**config.mk**
```make
export PLATFORM = sky130hd
export DESIGN_NAME = iic_eeprom_rd_seq_flat
export DESIGN_NICKNAME = d
export VERILOG_FILES = /design/src/rtl/iic_eeprom_rd_seq_if.sv /design/src/rtl/iic_eeprom_rd_seq.sv /design/src/flat_wrapper.sv
export SDC_FILE = /design/constraint.sdc
export NUM_CORES = 1
export LEC_CHECK = 0
export ABC_AREA = 1
export CORE_AREA = 2 2 120 122
export CTS_BUF_LIST = sky130_fd_sc_hd__clkbuf_16
export DETAILED_ROUTE_END_ITERATION = 8
export DIE_AREA = 0 0 122 124
export PLACE_DENSITY = 0.69
export SLEW_MARGIN = 20
export SYNTH_ARGS = -nofsm -noshare
export SYNTH_HDL_FRONTEND = slang
export SYNTH_SLANG_ARGS = --single-unit
```
**constraint.sdc**
```tcl
create_clock -name cinf_clock -period 5.85 [get_ports cinf_clock]
set_clock_uncertainty 0.2 [all_clocks]
set_input_delay 1.4625 -clock cinf_clock [delete_from_list [all_inputs] [get_ports cinf_clock]]
set_output_delay 1.4625 -clock cinf_clock [all_outputs]
set_load 0.03 [all_outputs]
```
**src/rtl/iic_eeprom_rd_seq_if.sv**
```systemverilog
// Shared I2C master command port: clock/reset plus command, write and read streams.
// The sequencer drives the master-side requests; the I2C master answers on the remaining signals.
interface common_interface;
  logic        clock;
  logic        rst_n;
  logic [1:0]  cmd;
  logic        cmd_vld;
  logic        cmd_ready;
  logic [6:0]  addr;
  logic [23:0] burst_len;
  logic [7:0]  wr_data;
  logic        wr_vld;
  logic        wr_ready;
  logic        wr_last;
  logic [7:0]  rd_data;
  logic        rd_vld;
  logic        rd_ready;
  logic        rd_last;
  logic        finish;

  modport master (
    input  clock, rst_n, cmd_ready, wr_ready, rd_data, rd_vld, rd_last, finish,
    output cmd, cmd_vld, addr, burst_len, wr_data, wr_vld, wr_last, rd_ready
  );
endinterface

```
**src/rtl/iic_eeprom_rd_seq.sv**
```systemverilog
// EEPROM random/sequential read sequencer: word-address write (no stop), then a burst read streamed out.
// Optional EEPROM_RD_CHECK_EN adds err/err_cnt checking bytes against the (word_addr + k + 1) write pattern.
module iic_eeprom_rd_seq #(
  parameter logic [6:0]  DEV_ADDR = 7'b1010_000,
  parameter logic [23:0] MAX_LEN  = 24'd256
) (
  common_interface.master cinf,
  input  logic        enable,
  input  logic [7:0]  word_addr,
  input  logic [23:0] rd_len,
  input  logic        out_ready,
  output logic [7:0]  out_data,
  output logic        out_vld,
  output logic        out_last,
  output logic        busy,
  output logic        finish
`ifdef EEPROM_RD_CHECK_EN
  ,
  output logic        err,
  output logic [15:0] err_cnt
`endif
);

  localparam logic [1:0] CMD_IDLE        = 2'd0;
  localparam logic [1:0] CMD_WR_WNO_STOP = 2'd2;
  localparam logic [1:0] CMD_COMPLETE_RD = 2'd3;

  typedef enum logic [2:0] {
    S_IDLE, S_SET_WCMD, S_SET_WADDR, S_WAIT_W, S_SET_RCMD, S_RD_DATA, S_WAIT_R, S_FSH
  } state_t;

  state_t      r_state, w_next;

  logic [1:0]  r_cmd, w_cmd_d;
  logic [23:0] r_burst, w_burst_d;
  logic        r_cmd_vld, w_cmd_vld_d;
  logic        r_wr_vld, w_wr_vld_d;
  logic [7:0]  r_wr_data, w_wr_data_d;
  logic        r_finish, w_finish_d;
  logic        w_entry;

  logic [7:0]  r_waddr;
  logic [23:0] r_len;
  logic [23:0] r_cnt;
  logic        r_fin_seen;
  logic [7:0]  r_out_data;
  logic        r_out_vld;
  logic        r_out_last;

  logic        w_start;
  logic [23:0] w_len;
  logic        w_cmd_hs;
  logic        w_wr_hs;
  logic        w_rd_ready;
  logic        w_beat;
  logic        w_cnt_last;
  logic        w_last_beat;
  logic        w_out_take;
  logic        w_fin_any;

  assign w_start     = (r_state == S_IDLE) && enable;
  assign w_len       = (rd_len > MAX_LEN) ? MAX_LEN : rd_len;
  assign w_cmd_hs    = r_cmd_vld && cinf.cmd_ready;
  assign w_wr_hs     = r_wr_vld && cinf.wr_ready;
  // One-entry skid: accept a new beat whenever the output register is empty or draining this cycle
  assign w_rd_ready  = (r_state == S_RD_DATA) && (!r_out_vld || out_ready);
  assign w_beat      = cinf.rd_vld && w_rd_ready;
  assign w_cnt_last  = (r_cnt == (r_len - 24'd1));
  assign w_last_beat = w_beat && (w_cnt_last || cinf.rd_last);
  assign w_out_take  = r_out_vld && out_ready;
  assign w_fin_any   = r_fin_seen || cinf.finish;

  always_ff @(posedge cinf.clock) begin
    if (!cinf.rst_n) r_state <= S_IDLE;
    else             r_state <= w_next;
  end

  always_comb begin
    w_next = r_state;
    case (r_state)
      S_IDLE:      if (enable) w_next = (w_len == 24'd0) ? S_FSH : S_SET_WCMD;
      S_SET_WCMD:  if (w_cmd_hs) w_next = S_SET_WADDR;
      S_SET_WADDR: if (w_wr_hs) w_next = S_WAIT_W;
      S_WAIT_W:    if (cinf.finish) w_next = S_SET_RCMD;
      S_SET_RCMD:  if (w_cmd_hs) w_next = S_RD_DATA;
      S_RD_DATA:   if (w_last_beat) w_next = S_WAIT_R;
      S_WAIT_R:    if (w_fin_any && !r_out_vld) w_next = S_FSH;
      S_FSH:       w_next = S_IDLE;
      default:     w_next = S_IDLE;
    endcase
  end

  // Command fields load on state entry; valids rise one cycle after entry and drop on handshake
  always_comb begin
    w_entry     = (w_next != r_state);
    w_cmd_d     = r_cmd;
    w_burst_d   = r_burst;
    w_wr_data_d = r_wr_data;
    if (w_entry) begin
      case (w_next)
        S_SET_WCMD: begin
          w_cmd_d   = CMD_WR_WNO_STOP;
          w_burst_d = 24'd1;
        end
        S_SET_WADDR: w_wr_data_d = r_waddr;
        S_SET_RCMD: begin
          w_cmd_d   = CMD_COMPLETE_RD;
          w_burst_d = r_len;
        end
        S_IDLE: begin
          w_cmd_d   = CMD_IDLE;
          w_burst_d = '0;
        end
        default: begin end
      endcase
    end
    w_cmd_vld_d = !w_entry && ((r_state == S_SET_WCMD) || (r_state == S_SET_RCMD));
    w_wr_vld_d  = !w_entry && (r_state == S_SET_WADDR);
    w_finish_d  = (r_state == S_FSH);
  end

  always_ff @(posedge cinf.clock) begin
    if (!cinf.rst_n) begin
      r_cmd      <= CMD_IDLE;
      r_burst    <= '0;
      r_cmd_vld  <= 1'b0;
      r_wr_vld   <= 1'b0;
      r_wr_data  <= '0;
      r_finish   <= 1'b0;
      r_waddr    <= '0;
      r_len      <= '0;
      r_cnt      <= '0;
      r_fin_seen <= 1'b0;
      r_out_data <= '0;
      r_out_vld  <= 1'b0;
      r_out_last <= 1'b0;
    end else begin
      r_cmd     <= w_cmd_d;
      r_burst   <= w_burst_d;
      r_cmd_vld <= w_cmd_vld_d;
      r_wr_vld  <= w_wr_vld_d;
      r_wr_data <= w_wr_data_d;
      r_finish  <= w_finish_d;
      if (w_start) begin
        r_waddr    <= word_addr;
        r_len      <= w_len;
        r_cnt      <= '0;
        r_fin_seen <= 1'b0;
      end else if ((r_state == S_WAIT_R) && cinf.finish) begin
        r_fin_seen <= 1'b1;
      end
      if (w_beat) begin
        r_out_data <= cinf.rd_data;
        r_out_vld  <= 1'b1;
        r_out_last <= w_cnt_last || cinf.rd_last;
        r_cnt      <= r_cnt + 24'd1;
      end else if (w_out_take) begin
        r_out_vld  <= 1'b0;
        r_out_last <= 1'b0;
      end
    end
  end

`ifdef EEPROM_RD_CHECK_EN
  logic        r_err;
  logic [15:0] r_err_cnt;
  logic [7:0]  w_exp_byte;

  assign w_exp_byte = r_waddr + r_cnt[7:0] + 8'd1;

  always_ff @(posedge cinf.clock) begin
    if (!cinf.rst_n) begin
      r_err     <= 1'b0;
      r_err_cnt <= '0;
    end else if (w_start) begin
      r_err     <= 1'b0;
      r_err_cnt <= '0;
    end else if (w_beat && (cinf.rd_data != w_exp_byte)) begin
      r_err <= 1'b1;
      if (r_err_cnt != 16'hFFFF) r_err_cnt <= r_err_cnt + 16'd1;
    end
  end

  assign err     = r_err;
  assign err_cnt = r_err_cnt;
`endif

  assign cinf.cmd       = r_cmd;
  assign cinf.cmd_vld   = r_cmd_vld;
  assign cinf.addr      = DEV_ADDR;
  assign cinf.burst_len = r_burst;
  assign cinf.wr_data   = r_wr_data;
  assign cinf.wr_vld    = r_wr_vld;
  assign cinf.wr_last   = r_wr_vld;
  assign cinf.rd_ready  = w_rd_ready;

  assign out_data = r_out_data;
  assign out_vld  = r_out_vld;
  assign out_last = r_out_last;
  assign busy     = (r_state != S_IDLE);
  assign finish   = r_finish;

endmodule

```
**src/flat_wrapper.sv**
```systemverilog
// flat-port wrapper written by rule: the top's interface ports become plain ports
module iic_eeprom_rd_seq_flat 
#(
  parameter logic [6:0]  DEV_ADDR = 7'b1010_000,
  parameter logic [23:0] MAX_LEN  = 24'd256
)
  (enable, word_addr, rd_len, out_ready, out_data, out_vld, out_last, busy, finish, cinf_clock, cinf_rst_n, cinf_cmd_ready, cinf_wr_ready, cinf_rd_data, cinf_rd_vld, cinf_rd_last, cinf_finish, cinf_cmd, cinf_cmd_vld, cinf_addr, cinf_burst_len, cinf_wr_data, cinf_wr_vld, cinf_wr_last, cinf_rd_ready);
  common_interface cinf_i ();
  input  logic enable;
  input  logic [7:0] word_addr;
  input  logic [23:0] rd_len;
  input  logic out_ready;
  output logic [7:0] out_data;
  output logic out_vld;
  output logic out_last;
  output logic busy;
  output logic finish;
  input wire logic [$bits(cinf_i.clock)-1:0] cinf_clock;
  input wire logic [$bits(cinf_i.rst_n)-1:0] cinf_rst_n;
  input wire logic [$bits(cinf_i.cmd_ready)-1:0] cinf_cmd_ready;
  input wire logic [$bits(cinf_i.wr_ready)-1:0] cinf_wr_ready;
  input wire logic [$bits(cinf_i.rd_data)-1:0] cinf_rd_data;
  input wire logic [$bits(cinf_i.rd_vld)-1:0] cinf_rd_vld;
  input wire logic [$bits(cinf_i.rd_last)-1:0] cinf_rd_last;
  input wire logic [$bits(cinf_i.finish)-1:0] cinf_finish;
  output wire logic [$bits(cinf_i.cmd)-1:0] cinf_cmd;
  output wire logic [$bits(cinf_i.cmd_vld)-1:0] cinf_cmd_vld;
  output wire logic [$bits(cinf_i.addr)-1:0] cinf_addr;
  output wire logic [$bits(cinf_i.burst_len)-1:0] cinf_burst_len;
  output wire logic [$bits(cinf_i.wr_data)-1:0] cinf_wr_data;
  output wire logic [$bits(cinf_i.wr_vld)-1:0] cinf_wr_vld;
  output wire logic [$bits(cinf_i.wr_last)-1:0] cinf_wr_last;
  output wire logic [$bits(cinf_i.rd_ready)-1:0] cinf_rd_ready;
  assign cinf_i.clock = cinf_clock;
  assign cinf_i.rst_n = cinf_rst_n;
  assign cinf_i.cmd_ready = cinf_cmd_ready;
  assign cinf_i.wr_ready = cinf_wr_ready;
  assign cinf_i.rd_data = cinf_rd_data;
  assign cinf_i.rd_vld = cinf_rd_vld;
  assign cinf_i.rd_last = cinf_rd_last;
  assign cinf_i.finish = cinf_finish;
  assign cinf_cmd = cinf_i.cmd;
  assign cinf_cmd_vld = cinf_i.cmd_vld;
  assign cinf_addr = cinf_i.addr;
  assign cinf_burst_len = cinf_i.burst_len;
  assign cinf_wr_data = cinf_i.wr_data;
  assign cinf_wr_vld = cinf_i.wr_vld;
  assign cinf_wr_last = cinf_i.wr_last;
  assign cinf_rd_ready = cinf_i.rd_ready;
  iic_eeprom_rd_seq #(.DEV_ADDR(DEV_ADDR), .MAX_LEN(MAX_LEN)) u_core (.cinf(cinf_i), .enable(enable), .word_addr(word_addr), .rd_len(rd_len), .out_ready(out_ready), .out_data(out_data), .out_vld(out_vld), .out_last(out_last), .busy(busy), .finish(finish));
endmodule
```
==> metrics.txt <==
CTS Buf Count 9; root buffer cell clkbuf_16; net switching power slightly above 0.0007 W; Synth area leaders dfxtp_1, nand2_1, nor2_1; drt pass-1 iters 4; DRT iter0 DRCs 268; die area ~15000 um2; Gates resized, CTS repair 0; crit start category input port; top routing layer in use met4; hold crit path type flop to flop; dominant cell type by area after synthesis dfxtp_1; Core Area 13700 um2; postcts setup bufs 0; GPL Wtd Cong about 0.88; Clock Pin Slew Worst Setup and Hold Paths ~0.07 ns; vias per cell 4.70; pre-CTS setup slack 1.37 ns; DR vias roughly 5000; sw frac between 30% and 40%; Post-synth EDFFs 0; Clk network pwr share 33.3%; Synth Warn # 0; Post-CTS Hold Buffers 0; Final min period ~4.5 ns; non-filler cells in the finished layout about 1100; DRC violation count after routing 0; total gr overflow 0; Logic pwr share between 20 and 30%; Area Overhead vs Synth 26.7%; count leader, synth nand2_1; DP HPWL ~9800 um; Primary FF master, synth dfxtp_1; status completed; port bufs 98; Cell variety after synth 48; clock insertion delay at the later pin of the skew report roughly 0.35 ns; final antenna-violating net count 0; TritonCTS clock tree done; Power Total between 0.002 and 0.0025 W; Fmax between 0.2 and 0.25 GHz; WHS ~0.26 ns; sequential power share 38.2%; crit end category output port; CP max FO 3; fin. max-slew vios 0; largest net degree at the start of global routing 49; Seq/Total Area, Yosys between 30 and 40%; Slew headroom between 30% and 40%; initial antenna violation count 0; Initial Util 39.6%; Die Y roughly 120 um; M1 WL 6370 um; maximum VDD drop 0.205 mV; vias in the first global route ~4800; layout cells sized above 1 8.37%; post-synth top area share between 30% and 40%; RSZ-0062 raised after global routing no; WL met2 between 5000 and 6000 um; global-route wire length before repair approximately 23000 um; # clock sinks roughly 110; Least-Margin Pin Slew between 0.9 and 1 ns; std cell rows 43; final worst-path cycle share 76.4%; type of the worst setup path input port to output port; clock buffer depth 2; Net count, final just over 900; placed cells around 1000; Setup Viol. Count Final 0; final number of hold-violating endpoints 0; area of the multi-input gates 2770 um2; ys async rst share 0%; setup_tns 0 ns; ANT cells 0; Worst Path Arrival ~2.8 ns; worst setup margin ~1.4 ns; CTS H-tree depth 3; Seq. cell area around 2100 um2; Post-Syn Area per Cell ~7 um2; DRT Wirelength between 10000 and 15000 um; Top Ports between 100 and 150; Req. time, crit path between 4 and 5 ns; synth cell count leaders nand2_1, nor2_1, dfxtp_1; Post-Synthesis Cells roughly 790; # Max-Cap Violations 0; P_int about 0.0014 W; GRT Total Usage a little under a fifth; post-synthesis register bit count ~110; Die W around 120 um; filler cell count approximately 1400; routed length per instance approximately 12 um; metal3 WL ~520 um; post-synthesis cell area between 5000 and 6000 um2; PwrDens a little over 300 nW/um2; Lkg Pwr 2.84 nW
-- layout by cell type, fill, tap and decap left out, types with 3 or more instances in the layout --
cell type	count
bufinv_16	3
buf_4	6
a311oi_1	3
nand2_2	16
dfxtp_1	107
xnor2_1	9
a22o_1	7
nor2_2	12
clkbuf_16	9
nand3b_1	7
conb_1	7
o22ai_1	3
o21ai_0	34
a21oi_2	8
a211oi_1	8
xor2_1	6
nand3_1	43
a22oi_1	4
inv_1	94
nor2_1	117
nand2_1	193
nor3_1	11
clkdlybuf4s50_1	98
a21oi_1	33
nand4_1	10
-- logic make-up (layout without fill, tap and decap cells) --
kind of cell	Yosys count	in the layout	synth area share [%]
xor+xnor	15	15	2.42
compound gates	112	112	13.0
fa+ha+maj	2	2	0.460
buf+inv	128	218	9.90
simple gates	423	423	34.7
flops	107	107	39.4
other cells	2	7	0.138
-- layer usage --
layer	vias up	global-route usage, %
met5	-	0
li1	2698	-
met3	10	2.75
met2	96	29.7
met4	0	7.61
met1	2194	25.2
-- per-stage QoR --
stage	utilization [%]	area [um2]
after global routing	50.2	6880
after detailed placement	47.6	6540
after floorplan	-	5450
final	50.2	6880
after CTS	50.2	6880
after global placement	47.6	6540
-- power groups by stage --
stage                     Combinational [W]  Sequential (W)  Clock, W
after floorplan                    0.000462        0.000833         0
after global placement             0.000593        0.000815         0
after detailed placement           0.000597        0.000816         0
after CTS                          0.000599        0.000800  0.000715
after global routing               0.000661        0.000806  0.000738
final                              0.000595        0.000800  0.000698
-- critical path, stage by stage --
cell and delay [ns]:
clkdlybuf4s50_1 0.42, nor2_1 0.25, nor2_1 0.08, clkdlybuf4s50_1 0.59
-- sequential cells by signal, indices dropped and copies added (netlist names) --
signal / cells
u_core.cinf.wr_last: 1
u_core.r_waddr: 8
u_core.cinf.burst_len: 24
u_core.r_len: 24
u_core.r_cnt: 24
u_core.cinf.cmd_vld: 1
u_core.r_fin_seen: 1
u_core.finish: 1
u_core.cinf.cmd: 2
u_core.cinf.wr_data: 8
u_core.r_state: 3
u_core.out_vld: 1
u_core.out_data: 8
u_core.out_last: 1
-- cell type report --
class                           count  area share (%)
Sequential cell                   107            31.1
Tap cell                          180            3.27
Clock inverter                      7            1.80
Timing Repair Buffer              104            14.9
Multi-Input combinational cell    559            40.3
Inverter                           98            5.34
Clock buffer                        9            3.27
-- path summary, 6_finish.rpt --
check | slack, ns | cells past startpoint | endpoint | start
hold reg to reg | 0.26 | 2 | u_core.cinf.wr_data[7] | u_core.r_waddr[7]
hold / removal | 0.26 | 2 | u_core.cinf.wr_data[7] | u_core.r_waddr[7]
setup / recovery | 1.38 | 4 | cinf_rd_ready | out_ready
setup reg to reg | 2.67 | 21 | u_core.cinf.burst_len[22] | u_core.r_len[0]
(Power assumes the default switching activity.)
